### src/rtl/ysyx_24100006_axi_arbiter.sv
// ysyx_24100006_axi_arbiter
//
// Two-master, one-slave AXI arbiter. The instruction fetch unit (IFU, read
// only) and the load/store unit (LSU, read/write) share one memory port.
// One whole transaction is granted at a time. The grant is held from the
// address handshake to the final read beat (rlast) or the write response,
// and then the arbiter returns to IDLE for at least one cycle.
//
// Ports:
//   clk, reset          system clock; asynchronous active-low reset
//   ifu_ar*, ifu_r*     IFU read address / read data channels
//   lsu_ar*, lsu_r*     LSU read address / read data channels
//   lsu_aw*, lsu_w*,
//   lsu_b*              LSU write address / write data / write response
//   mem_*               slave-side channels (same widths, directions mirrored)
//
// Build option:
//   YSYX_24100006_ARB_RR_EN  defined   -> round-robin between IFU and LSU
//                            undefined -> fixed priority, LSU over IFU
//
// The state register is the only grant storage; every channel mux is
// combinational from it. Requests are never latched: a master that is not
// granted must hold its valid and payload stable.

module ysyx_24100006_axi_arbiter #(
    parameter int ADDR_W = 32,
    parameter int DATA_W = 32
) (
    input  logic                clk,
    input  logic                reset,

    // IFU read channels
    input  logic [ADDR_W-1:0]   ifu_araddr,
    input  logic [7:0]          ifu_arlen,
    input  logic [2:0]          ifu_arsize,
    input  logic                ifu_arvalid,
    output logic                ifu_arready,
    output logic [DATA_W-1:0]   ifu_rdata,
    output logic [1:0]          ifu_rresp,
    output logic                ifu_rlast,
    output logic                ifu_rvalid,
    input  logic                ifu_rready,

    // LSU read channels
    input  logic [ADDR_W-1:0]   lsu_araddr,
    input  logic [7:0]          lsu_arlen,
    input  logic [2:0]          lsu_arsize,
    input  logic                lsu_arvalid,
    output logic                lsu_arready,
    output logic [DATA_W-1:0]   lsu_rdata,
    output logic [1:0]          lsu_rresp,
    output logic                lsu_rlast,
    output logic                lsu_rvalid,
    input  logic                lsu_rready,

    // LSU write channels
    input  logic [ADDR_W-1:0]   lsu_awaddr,
    input  logic [7:0]          lsu_awlen,
    input  logic [2:0]          lsu_awsize,
    input  logic                lsu_awvalid,
    output logic                lsu_awready,
    input  logic [DATA_W-1:0]   lsu_wdata,
    input  logic [DATA_W/8-1:0] lsu_wstrb,
    input  logic                lsu_wlast,
    input  logic                lsu_wvalid,
    output logic                lsu_wready,
    output logic [1:0]          lsu_bresp,
    output logic                lsu_bvalid,
    input  logic                lsu_bready,

    // Slave-side channels
    output logic [ADDR_W-1:0]   mem_araddr,
    output logic [7:0]          mem_arlen,
    output logic [2:0]          mem_arsize,
    output logic                mem_arvalid,
    input  logic                mem_arready,
    input  logic [DATA_W-1:0]   mem_rdata,
    input  logic [1:0]          mem_rresp,
    input  logic                mem_rlast,
    input  logic                mem_rvalid,
    output logic                mem_rready,
    output logic [ADDR_W-1:0]   mem_awaddr,
    output logic [7:0]          mem_awlen,
    output logic [2:0]          mem_awsize,
    output logic                mem_awvalid,
    input  logic                mem_awready,
    output logic [DATA_W-1:0]   mem_wdata,
    output logic [DATA_W/8-1:0] mem_wstrb,
    output logic                mem_wlast,
    output logic                mem_wvalid,
    input  logic                mem_wready,
    input  logic [1:0]          mem_bresp,
    input  logic                mem_bvalid,
    output logic                mem_bready
);

    typedef enum logic [1:0] {
        IDLE   = 2'd0,
        IFU_RD = 2'd1,
        LSU_RD = 2'd2,
        LSU_WR = 2'd3
    } state_e;

    state_e state_q, state_d;

    logic ifu_req;
    logic lsu_req;
    logic lsu_wins;
    logic r_done;
    logic b_done;

`ifdef YSYX_24100006_ARB_RR_EN
    typedef enum logic {
        GNT_IFU = 1'b0,
        GNT_LSU = 1'b1
    } grant_e;

    grant_e last_grant_q, last_grant_d;
`endif

    // ------------------------------------------------------------------
    // Arbitration decision (only consulted in IDLE)
    // ------------------------------------------------------------------
    always_comb begin
        ifu_req = ifu_arvalid;
        lsu_req = lsu_arvalid | lsu_awvalid;
`ifdef YSYX_24100006_ARB_RR_EN
        // On a tie the master that was not granted last time wins.
        lsu_wins = lsu_req & (~ifu_req | (last_grant_q == GNT_IFU));
`else
        lsu_wins = lsu_req;
`endif
    end

    // Completion events, using the muxed ready the slave actually sees.
    assign r_done = mem_rvalid & mem_rready & mem_rlast;
    assign b_done = mem_bvalid & mem_bready;

    // ------------------------------------------------------------------
    // Next-state logic
    // ------------------------------------------------------------------
    always_comb begin
        // NOTE: every signal written here gets a default first, otherwise a
        // path that skips the assignment would infer a latch.
        state_d = state_q;
        case (state_q)
            IDLE: begin
                if (lsu_wins) begin
                    // Within the LSU a read takes precedence over a write.
                    state_d = lsu_arvalid ? LSU_RD : LSU_WR;
                end else if (ifu_req) begin
                    state_d = IFU_RD;
                end
            end
            IFU_RD,
            LSU_RD:  if (r_done) state_d = IDLE;
            LSU_WR:  if (b_done) state_d = IDLE;
            default: state_d = IDLE;
        endcase
    end

`ifdef YSYX_24100006_ARB_RR_EN
    always_comb begin
        last_grant_d = last_grant_q;
        if (state_q == IDLE && state_d != IDLE) begin
            last_grant_d = (state_d == IFU_RD) ? GNT_IFU : GNT_LSU;
        end
    end
`endif

    // ------------------------------------------------------------------
    // State register
    // ------------------------------------------------------------------
    // NOTE: sequential state uses non-blocking assignments so every flop
    // samples the pre-edge value regardless of block evaluation order.
    always_ff @(posedge clk or negedge reset) begin
        if (!reset) begin
            state_q <= IDLE;
        end else begin
            state_q <= state_d;
        end
    end

`ifdef YSYX_24100006_ARB_RR_EN
    // Reset to IFU so the first tie after reset goes to the LSU.
    always_ff @(posedge clk or negedge reset) begin
        if (!reset) begin
            last_grant_q <= GNT_IFU;
        end else begin
            last_grant_q <= last_grant_d;
        end
    end
`endif

    // ------------------------------------------------------------------
    // Channel muxing, purely from the registered grant. IDLE leaves every
    // output at zero on both sides.
    // ------------------------------------------------------------------
    always_comb begin
        ifu_arready = 1'b0;
        ifu_rdata   = '0;
        ifu_rresp   = '0;
        ifu_rlast   = 1'b0;
        ifu_rvalid  = 1'b0;

        lsu_arready = 1'b0;
        lsu_rdata   = '0;
        lsu_rresp   = '0;
        lsu_rlast   = 1'b0;
        lsu_rvalid  = 1'b0;
        lsu_awready = 1'b0;
        lsu_wready  = 1'b0;
        lsu_bresp   = '0;
        lsu_bvalid  = 1'b0;

        mem_araddr  = '0;
        mem_arlen   = '0;
        mem_arsize  = '0;
        mem_arvalid = 1'b0;
        mem_rready  = 1'b0;
        mem_awaddr  = '0;
        mem_awlen   = '0;
        mem_awsize  = '0;
        mem_awvalid = 1'b0;
        mem_wdata   = '0;
        mem_wstrb   = '0;
        mem_wlast   = 1'b0;
        mem_wvalid  = 1'b0;
        mem_bready  = 1'b0;

        case (state_q)
            IFU_RD: begin
                mem_araddr  = ifu_araddr;
                mem_arlen   = ifu_arlen;
                mem_arsize  = ifu_arsize;
                mem_arvalid = ifu_arvalid;
                ifu_arready = mem_arready;
                ifu_rdata   = mem_rdata;
                ifu_rresp   = mem_rresp;
                ifu_rlast   = mem_rlast;
                ifu_rvalid  = mem_rvalid;
                mem_rready  = ifu_rready;
            end
            LSU_RD: begin
                mem_araddr  = lsu_araddr;
                mem_arlen   = lsu_arlen;
                mem_arsize  = lsu_arsize;
                mem_arvalid = lsu_arvalid;
                lsu_arready = mem_arready;
                lsu_rdata   = mem_rdata;
                lsu_rresp   = mem_rresp;
                lsu_rlast   = mem_rlast;
                lsu_rvalid  = mem_rvalid;
                mem_rready  = lsu_rready;
            end
            LSU_WR: begin
                // AW and W are independent: their handshakes may complete
                // in either order or in the same cycle.
                mem_awaddr  = lsu_awaddr;
                mem_awlen   = lsu_awlen;
                mem_awsize  = lsu_awsize;
                mem_awvalid = lsu_awvalid;
                lsu_awready = mem_awready;
                mem_wdata   = lsu_wdata;
                mem_wstrb   = lsu_wstrb;
                mem_wlast   = lsu_wlast;
                mem_wvalid  = lsu_wvalid;
                lsu_wready  = mem_wready;
                lsu_bresp   = mem_bresp;
                lsu_bvalid  = mem_bvalid;
                mem_bready  = lsu_bready;
            end
            default: ;
        endcase
    end

endmodule

### config.mk
export PLATFORM = sky130hd
export DESIGN_NAME = ysyx_24100006_axi_arbiter
export DESIGN_NICKNAME = d
export VERILOG_FILES = /design/src/rtl/ysyx_24100006_axi_arbiter.sv
export SDC_FILE = /design/constraint.sdc
export NUM_CORES = 1
export LEC_CHECK = 0
export BUFFER_PORTS_ARGS = -buffer_cell sky130_fd_sc_hd__buf_2
export CAP_MARGIN = 40
export CORE_AREA = 2 2 164 166
export DETAILED_ROUTE_END_ITERATION = 8
export DIE_AREA = 0 0 166 168
export GPL_TIMING_DRIVEN = 0
export PLACE_DENSITY = 0.3
export SLEW_MARGIN = 15
export SYNTH_ARGS = -nofsm -noshare
export SYNTH_HDL_FRONTEND = slang
export SYNTH_SLANG_ARGS = --single-unit
### constraint.sdc
create_clock -name clk -period 2.22 [get_ports clk]
set_input_delay 0.666 -clock clk [delete_from_list [all_inputs] [get_ports clk]]
set_output_delay 0.666 -clock clk [all_outputs]
set_load 0.01 [all_outputs]
==> results.md, run 1 <==
| Metric | Value |
|---|---|
| Worst endpoint data arrival time | 1620 ps |
| Fill count | 3044 |
| Synthesized area per cell | 6.51 sq um |
| Post-synthesis cell type count | 19 |
| RSZ-0062 raised after global routing | true |
| Number of buffers and inverters on the critical path | 4 |
| Count of hold-fix buffers inserted at cts | 0 |
| Initial cell density of the core | 7.46% |
| Leakage power | 3.01 nW |
| Wire length the detailed router placed on met1 | 5.94 mm |
| Via count normalized by instance count | 3.47 |
| Detailed-route via count | 3739 |
| Critical-path maximum fanout | 7 |
| Insertion delay to the later sink of the worst-skew pair | 230 ps |
| Routed wire length on met2 | 8.37 mm |
| Final critical-path setup slack | -68.7 ps |
| Overall die width | 166 microns |
| Count of inserted antenna diode cells | 0 |
| Die Span Y | 168 microns |
| Register with the highest flop count | state_q |
| Share of the synthesized area in the top cell type | 51.6% |
| Yosys synthesis warning count | 0 |
| Worst Path Required | 1550 ps |
| Highest layer used for signal routing | met5 |
| Congestion Overflow GR | 0 |
| Summed instance area of the synthesized netlist | 1970 sq um |
| Type of the setup path with the least slack | reg -> out |
| Power Dens Cells | 937 nW/um^2 |
| Class of the worst hold path | in -> async |
| Layout cell share with drive strength beyond 1 | 67.1% |
| Maximum frequency from static timing analysis | 437 MHz |
| Cell count after synthesis | 302 |
| Standard cell core area | 26400 sq um |
| Slowest cell on crit path | sky130_fd_sc_hd__dfrtp_2 |
| Aggregate global-route resource usage | 10.1% |
| Stage delay of the slowest cell on the critical path | 410 ps |
| Largest cells by area after synthesis | sky130_fd_sc_hd__and2_1 52%, sky130_fd_sc_hd__a22oi_1 17%, sky130_fd_sc_hd__nor2b_1 14%, sky130_fd_sc_hd__clkbuf_1 3.4%, sky130_fd_sc_hd__dfrtp_1 2.5% |
| Root buf cell | sky130_fd_sc_hd__clkbuf_16 |
| Detailed-route DRC error count | 0 |
| Remaining antenna violation count after routing | 0 |
| Number of hold violations in the final report | 0 |
| Worst setup skew after layout | 3.41 ps |
| CTS tree | done |
| Total clock sinks | 2 |
| Die footprint | 27900 sq um |
| Port-buffer cells | 423 |
| Share of the clock period used by the worst path | 103% |
| Net count, final | 961 |
| Worst-path clk slew | 30 ps |
| Synth-to-layout area growth | 162% |
| Post-synthesis net count | 523 |
| Max-cap violations | 0 |
| Sort of element at the start of the critical path | register |
| Iter 0 DRT Violations | 134 |
| Endpoints failing setup | 44 |
| Fin. max-slew vios | 0 |
| Antenna violations before repair | 1 |
| Count of standard-cell rows | 60 |
| Flip-flop count of the largest register, all copies and words added | 2 |
| Via count of the first global-routing pass | 3633 |
| Routed wirelength normalized by instance count | 14.6 microns |
| Minimum clock period | 2290 ps |
| Post-synthesis sequential area ratio | 2.55% |
| Synth area leader | sky130_fd_sc_hd__and2_1 |
| Worst slew margin relative to its limit | 83.2% |
| Final core utilization | 19.6% |
| Gate family responsible for the most delay along the worst path | buffers and inverters |
| Number of buffers created by CTS | 3 |
| Largest registers in the final layout | state_q x2 |
| Top-Level Pins | 424 |
| Routed length on met3 | 1.28 mm |
| Largest buffer count on any clock path | 2 |
| Slew at the pin closest to its max-slew limit | 252 ps |
| HPWL after detailed placement | 13.5 mm |
| Pin count of the biggest net entering global routing | 11 |
| Routability cong. | 0.765 |
| Synthesized flop and latch total | 2 |
| Placed standard-cell area | 4510 sq um |
| Total detailed-routing wirelength | 15.8 mm |
| Hold WS | 218 ps |
| Series of cell instances along the critical path | inv_4 > ha_4 > buf_12 > clkbuf_16 > a22oi_2 > nor2b_1 > buf_2 |
| Post-route design area | 5160 sq um |
| Worst Setup End Kind | output pin |
| Wire length of the first global-routing pass | 21.8 mm |
| Detailed-router iteration count before antenna repair | 4 |
| # H-tree levels | 1 |
| Violations in the final reports | negative setup slack |
| Result of the run | finished, violations left |
| Peak VDD IR | 423 uV |
-- worst reg2reg max path, delay by kind of cell, from the launching register on --
kind            cells  cell delay, ps
simple gates        1             110
mux                 1             200
compound gates      2             350
flops               1             410
fa+ha+maj           1             180
buf+inv             3             350
-- cells by family (layout without fill, tap and decap cells) --
kind of cell / Yosys count / after routing / synth area share [%]
multiplexers: 2 / 2 / 1.02
AO/OA/AOI/OAI: 48 / 48 / 18.6
buffers and inverters: 34 / 470 / 7.64
AND/OR/NAND/NOR: 212 / 212 / 67.7
flip-flops: 2 / 2 / 2.55
adder cells (fa/ha/maj): 4 / 4 / 2.55
-- through the flow --
stage,total power [mW],setup TNS (ps),worst slack (ps),std cells
floorplan,2.03,0,270,302
global placement,3.66,-10550,-288,1066
detailed placement,3.59,-9370,-228,1066
CTS,4.50,-3370,-100,1076
global route,5.25,-6290,-137,1079
finish,4.83,-1010,-68.7,1079
-- where the power goes --
group / leakage (nW) / internal [mW] / switching [mW]
registers: 0.0239 / 0.0552 / 0.0251
logic: 2.95 / 2.35 / 2.12
clock network: 0.0370 / 0.230 / 0.0486
total: 3.01 / 2.64 / 2.20
-- placed cells by master (no fill, tap or decap), drive strengths merged --
cell and count:
ha 4, a22oi 45, a21oi 1, nand2 3, clkbuf 9, o21ai 2, nor4b 1, dfrtp 2
nand2b 1, nor2b 45, inv 2, and2 162, mux2i 2, buf 459
-- cells in the mapped netlist --
master	number
sky130_fd_sc_hd__nor4b_2	1
sky130_fd_sc_hd__nand2_1	2
sky130_fd_sc_hd__and2_1	162
sky130_fd_sc_hd__o21ai_2	1
sky130_fd_sc_hd__inv_1	2
sky130_fd_sc_hd__a21oi_2	1
sky130_fd_sc_hd__ha_1	4
sky130_fd_sc_hd__nor2b_1	45
sky130_fd_sc_hd__buf_2	9
sky130_fd_sc_hd__mux2i_1	2
sky130_fd_sc_hd__nand2b_1	1
sky130_fd_sc_hd__a22oi_2	1
sky130_fd_sc_hd__buf_4	2
sky130_fd_sc_hd__nand2_2	1
sky130_fd_sc_hd__dfrtp_1	2
sky130_fd_sc_hd__clkbuf_2	3
sky130_fd_sc_hd__clkbuf_1	18
sky130_fd_sc_hd__o21ai_0	1
sky130_fd_sc_hd__a22oi_1	44
-- routing by layer --
metal  track usage (%)  up-vias
met2              19.9      231
met3              2.26        9
met1              10.9     1651
met4              2.38        2
met5                 0        -
li1                  -     1846
-- timing repair --
item / CTS / global route
setup endpoints to repair: 207 / 161
endpoints found under the hold margin: 0 / 0
setup buffers: 7 / 2
cloned: 0 / 1
gates resized for setup: 76 / 71
pin swaps: 1 / 4
-- layout make-up --
type | instances | area (sq um) | area share [%]
inverter | 2 | 10.0 | 0.194
sequential | 2 | 51.3 | 0.995
clock buffer | 3 | 75.1 | 1.46
timing repair buffer | 433 | 2270 | 44.0
buffer | 32 | 452 | 8.76
tap | 341 | 427 | 8.27
multi-input combinational | 266 | 1870 | 36.3
-- final timing paths --
kind | from | cells after the start | endpoint | slack (ps)
max | state_q[0] | 7 | mem_araddr[10] | -70
min | reset | 1 | state_q[0] | 220
max reg2reg | state_q[0] | 8 | state_q[0] | 510
min reg2reg | state_q[1] | 2 | state_q[1] | 680
max in group asynchronous | reset | 1 | state_q[0] | 1900
min in group clk | state_q[1] | 2 | state_q[1] | 680
Power figures use the tool's default switching activity.
==> run 2, diff against run 1 <==
--- a/config.mk
+++ b/config.mk
@@ -16,3 +16,4 @@
 export SYNTH_ARGS = -nofsm -noshare
 export SYNTH_HDL_FRONTEND = slang
 export SYNTH_SLANG_ARGS = --single-unit
+export TNS_END_PERCENT = 20
==> results.md, run 2 (same netlist as run 1, synthesis figures left out) <==
| Metric | Value | Delta |
|---|---|---|
| Register-to-Register Path Depth | 8 | unchanged |
| Number of buffers and inverters on the critical path | 4 | unchanged |
| Slowest cell on crit path | sky130_fd_sc_hd__dfrtp_2 | unchanged |
| Standard cell core area | 26400 sq um | unchanged |
| Class of the worst hold path | in -> async | unchanged |
| Fraction of power spent switching nets | 45.7% | was 45.5% |
| Endpoints failing setup | 39 | was 44 |
| Flop2flop setup slack | 510 ps | about the same |
| Layer with the highest usage | met2 | unchanged |
| Leakage power | 3.00 nW | was 3.01 nW |
| Slew at the pin closest to its max-slew limit | 252 ps | about the same |
| Final core utilization | 19.4% | was 19.6% |
| Worst Setup End Kind | output pin | unchanged |
| Most common library cell in the layout ignoring fill and taps | sky130_fd_sc_hd__buf_2 | unchanged |
| Worst setup skew after layout | 2.80 ps | was 3.41 ps |
| Sort of element at the start of the critical path | register | unchanged |
| Worst slew margin relative to its limit | 83.2% | about the same |
| Via count of the first global-routing pass | 3639 | was 3633 |
| Hold WS | 218 ps | about the same |
| Detailed-route via count | 3716 | was 3739 |
| Post-route design area | 5120 sq um | was 5160 sq um |
| Worst Path Required | 1550 ps | about the same |
| Total detailed-routing wirelength | 15.7 mm | was 15.8 mm |
| Congestion Overflow GR | 0 | unchanged |
| HPWL after detailed placement | 13.5 mm | unchanged |
| Series of cell instances along the critical path | inv_4 > ha_4 > clkbuf_16 > buf_6 > a22oi_2 > nor2b_2 > buf_2 | was inv_4 > ha_4 > buf_12 > clkbuf_16 > a22oi_2 > nor2b_1 > buf_2 |
| Worst setup slack before clock tree synthesis | -228 ps | unchanged |
| Die footprint | 27900 sq um | unchanged |
| CTS tree | done | unchanged |
| Gate family responsible for the most delay along the worst path | buffers and inverters | unchanged |
| Number of buffers created by CTS | 3 | unchanged |
| Register with the highest flop count | state_q | unchanged |
| Power Dens Cells | 935 nW/um^2 | was 937 nW/um^2 |
| Critical-path maximum fanout | 4 | was 7 |
| Share of the clock period used by the worst path | 102% | was 103% |
| Setup total negative slack | -844 ps | was -1010 ps |
| Root buf cell | sky130_fd_sc_hd__clkbuf_16 | unchanged |
| Overall die width | 166 microns | unchanged |
| Wire length of the first global-routing pass | 21.8 mm | unchanged |
| Via count normalized by instance count | 3.44 | was 3.47 |
| Antenna violations before repair | 1 | unchanged |
| Number of hold violations in the final report | 0 | unchanged |
| Internal power component | 2.60 mW | was 2.64 mW |
| Insertion delay to the later sink of the worst-skew pair | 230 ps | about the same |
| Crit path depth | 7 | unchanged |
| Stage delay of the slowest cell on the critical path | 410 ps | about the same |
| Fill count | 3041 | was 3044 |
| Detailed-route DRC error count | 0 | unchanged |
| Sum of internal, switching and leakage power | 4.79 mW | was 4.83 mW |
| Met3 Resource Use GR | 2.26% | unchanged |
| Flip-flop count of the largest register, all copies and words added | 2 | unchanged |
| Routability cong. | 0.765 | unchanged |
| Capture instance of the worst register-to-register path | state_q[0] | unchanged |
| Net count, final | 961 | unchanged |
| Minimum clock period | 2270 ps | was 2290 ps |
| Fin. max-slew vios | 0 | unchanged |
| Max-cap violations | 0 | unchanged |
| Initial cell density of the core | 7.46% | unchanged |
| Synth-to-layout area growth | 160% | was 162% |
| Top-Level Pins | 424 | unchanged |
| Detailed-router iteration count before antenna repair | 4 | unchanged |
| Commonest cells after routing, fill and taps aside | 421 x sky130_fd_sc_hd__buf_2, 159 x sky130_fd_sc_hd__and2_1, 42 x sky130_fd_sc_hd__nor2b_1, 38 x sky130_fd_sc_hd__a22oi_1, 14 x sky130_fd_sc_hd__buf_6 | was 416 x sky130_fd_sc_hd__buf_2, 156 x sky130_fd_sc_hd__and2_1, 42 x sky130_fd_sc_hd__nor2b_1, 38 x sky130_fd_sc_hd__a22oi_1, 18 x sky130_fd_sc_hd__buf_6 |
| Aggregate global-route resource usage | 10.1% | unchanged |
| Critical R2R Launch | state_q[0] | unchanged |
| Global Route met2 Usage | 19.9% | unchanged |
| Result of the run | finished, violations left | unchanged |
| Largest buffer count on any clock path | 2 | unchanged |
| Maximum frequency from static timing analysis | 440 MHz | was 437 MHz |
| Placed standard-cell area | 4510 sq um | unchanged |
| DP Cell Count | 1066 | unchanged |
| Seq pwr share | 1.7% | about the same |
| Non-Filler Instances | 1079 | unchanged |
| Final critical-path setup slack | -50.3 ps | was -68.7 ps |
| Remaining antenna violation count after routing | 0 | unchanged |
| Port-buffer cells | 423 | unchanged |
| Type of the setup path with the least slack | reg -> out | unchanged |
| Pin count of the biggest net entering global routing | 11 | unchanged |
| Logic pwr share | 92.5% | was 92.6% |
| Violations in the final reports | negative setup slack | unchanged |
| Total clock sinks | 2 | unchanged |
| Die Span Y | 168 microns | unchanged |
| Routed wirelength normalized by instance count | 14.6 microns | about the same |
| Global-route track usage on met1 | 10.9% | unchanged |
| Count of inserted antenna diode cells | 0 | unchanged |
| Largest registers in the final layout | state_q x2 | unchanged |
| Iter 0 DRT Violations | 129 | was 134 |
| Total net switching power | 2.19 mW | was 2.20 mW |
| Peak VDD IR | 424 uV | was 423 uV |
| RSZ-0062 raised after global routing | true | unchanged |
| # H-tree levels | 1 | unchanged |
| Clock share of power | 5.8% | about the same |
| Layout cell share with drive strength beyond 1 | 66.7% | was 67.1% |
| Worst endpoint data arrival time | 1600 ps | was 1620 ps |
| Count of standard-cell rows | 60 | unchanged |
| Worst-path clk slew | 30 ps | about the same |
## run 2: layout make-up
type                       count  area, sq um  area share (%)
buffer                        32          443            8.65
timing repair buffer         433         2250            43.9
clock buffer                   3         75.1            1.47
tap                          341          427            8.33
sequential                     2         51.3            1.00
inverter                       2         10.0           0.196
multi-input combinational    266         1870            36.4
## run 2: timing repair
| item | 4_1_cts | 5_1_grt |
|---|---|---|
| pin swaps | 1 | 3 |
| hold buffers | 0 | 0 |
| buffers inserted | 7 | 2 |
| gates resized for setup | 75 | 57 |
| endpoints found under the hold margin | 0 | 0 |
| setup endpoints to repair | 207 | 161 |
| gates cloned | 0 | 1 |
## run 2: worst max path at each step
stage | startpoint | endpoint
2_1_floorplan | state_q[0] | mem_araddr[0]
3_3_place_gp | state_q[1] | mem_araddr[13]
3_5_place_dp | state_q[0] | mem_rready
4_1_cts | state_q[0] | mem_araddr[10]
5_1_grt | state_q[0] | mem_rready
6_report | state_q[0] | mem_rready
## run 2: power groups by stage
stage,clock (mW),sequential (mW),combinational [mW]
after global placement,0,0.0699,3.59
final,0.278,0.0804,4.43
after CTS,0.280,0.0695,4.15
after global routing,0.282,0.0845,4.84
after detailed placement,0,0.0681,3.52
after floorplan,0,0.0644,1.96
## run 2: routing by layer
metal / vias up / share of wire (%)
met1: 1631 / 38
met3: 9 / 8.0
met2: 229 / 53
met5: - / 0.11
li1: 1845 / -
met4: 2 / 0.95
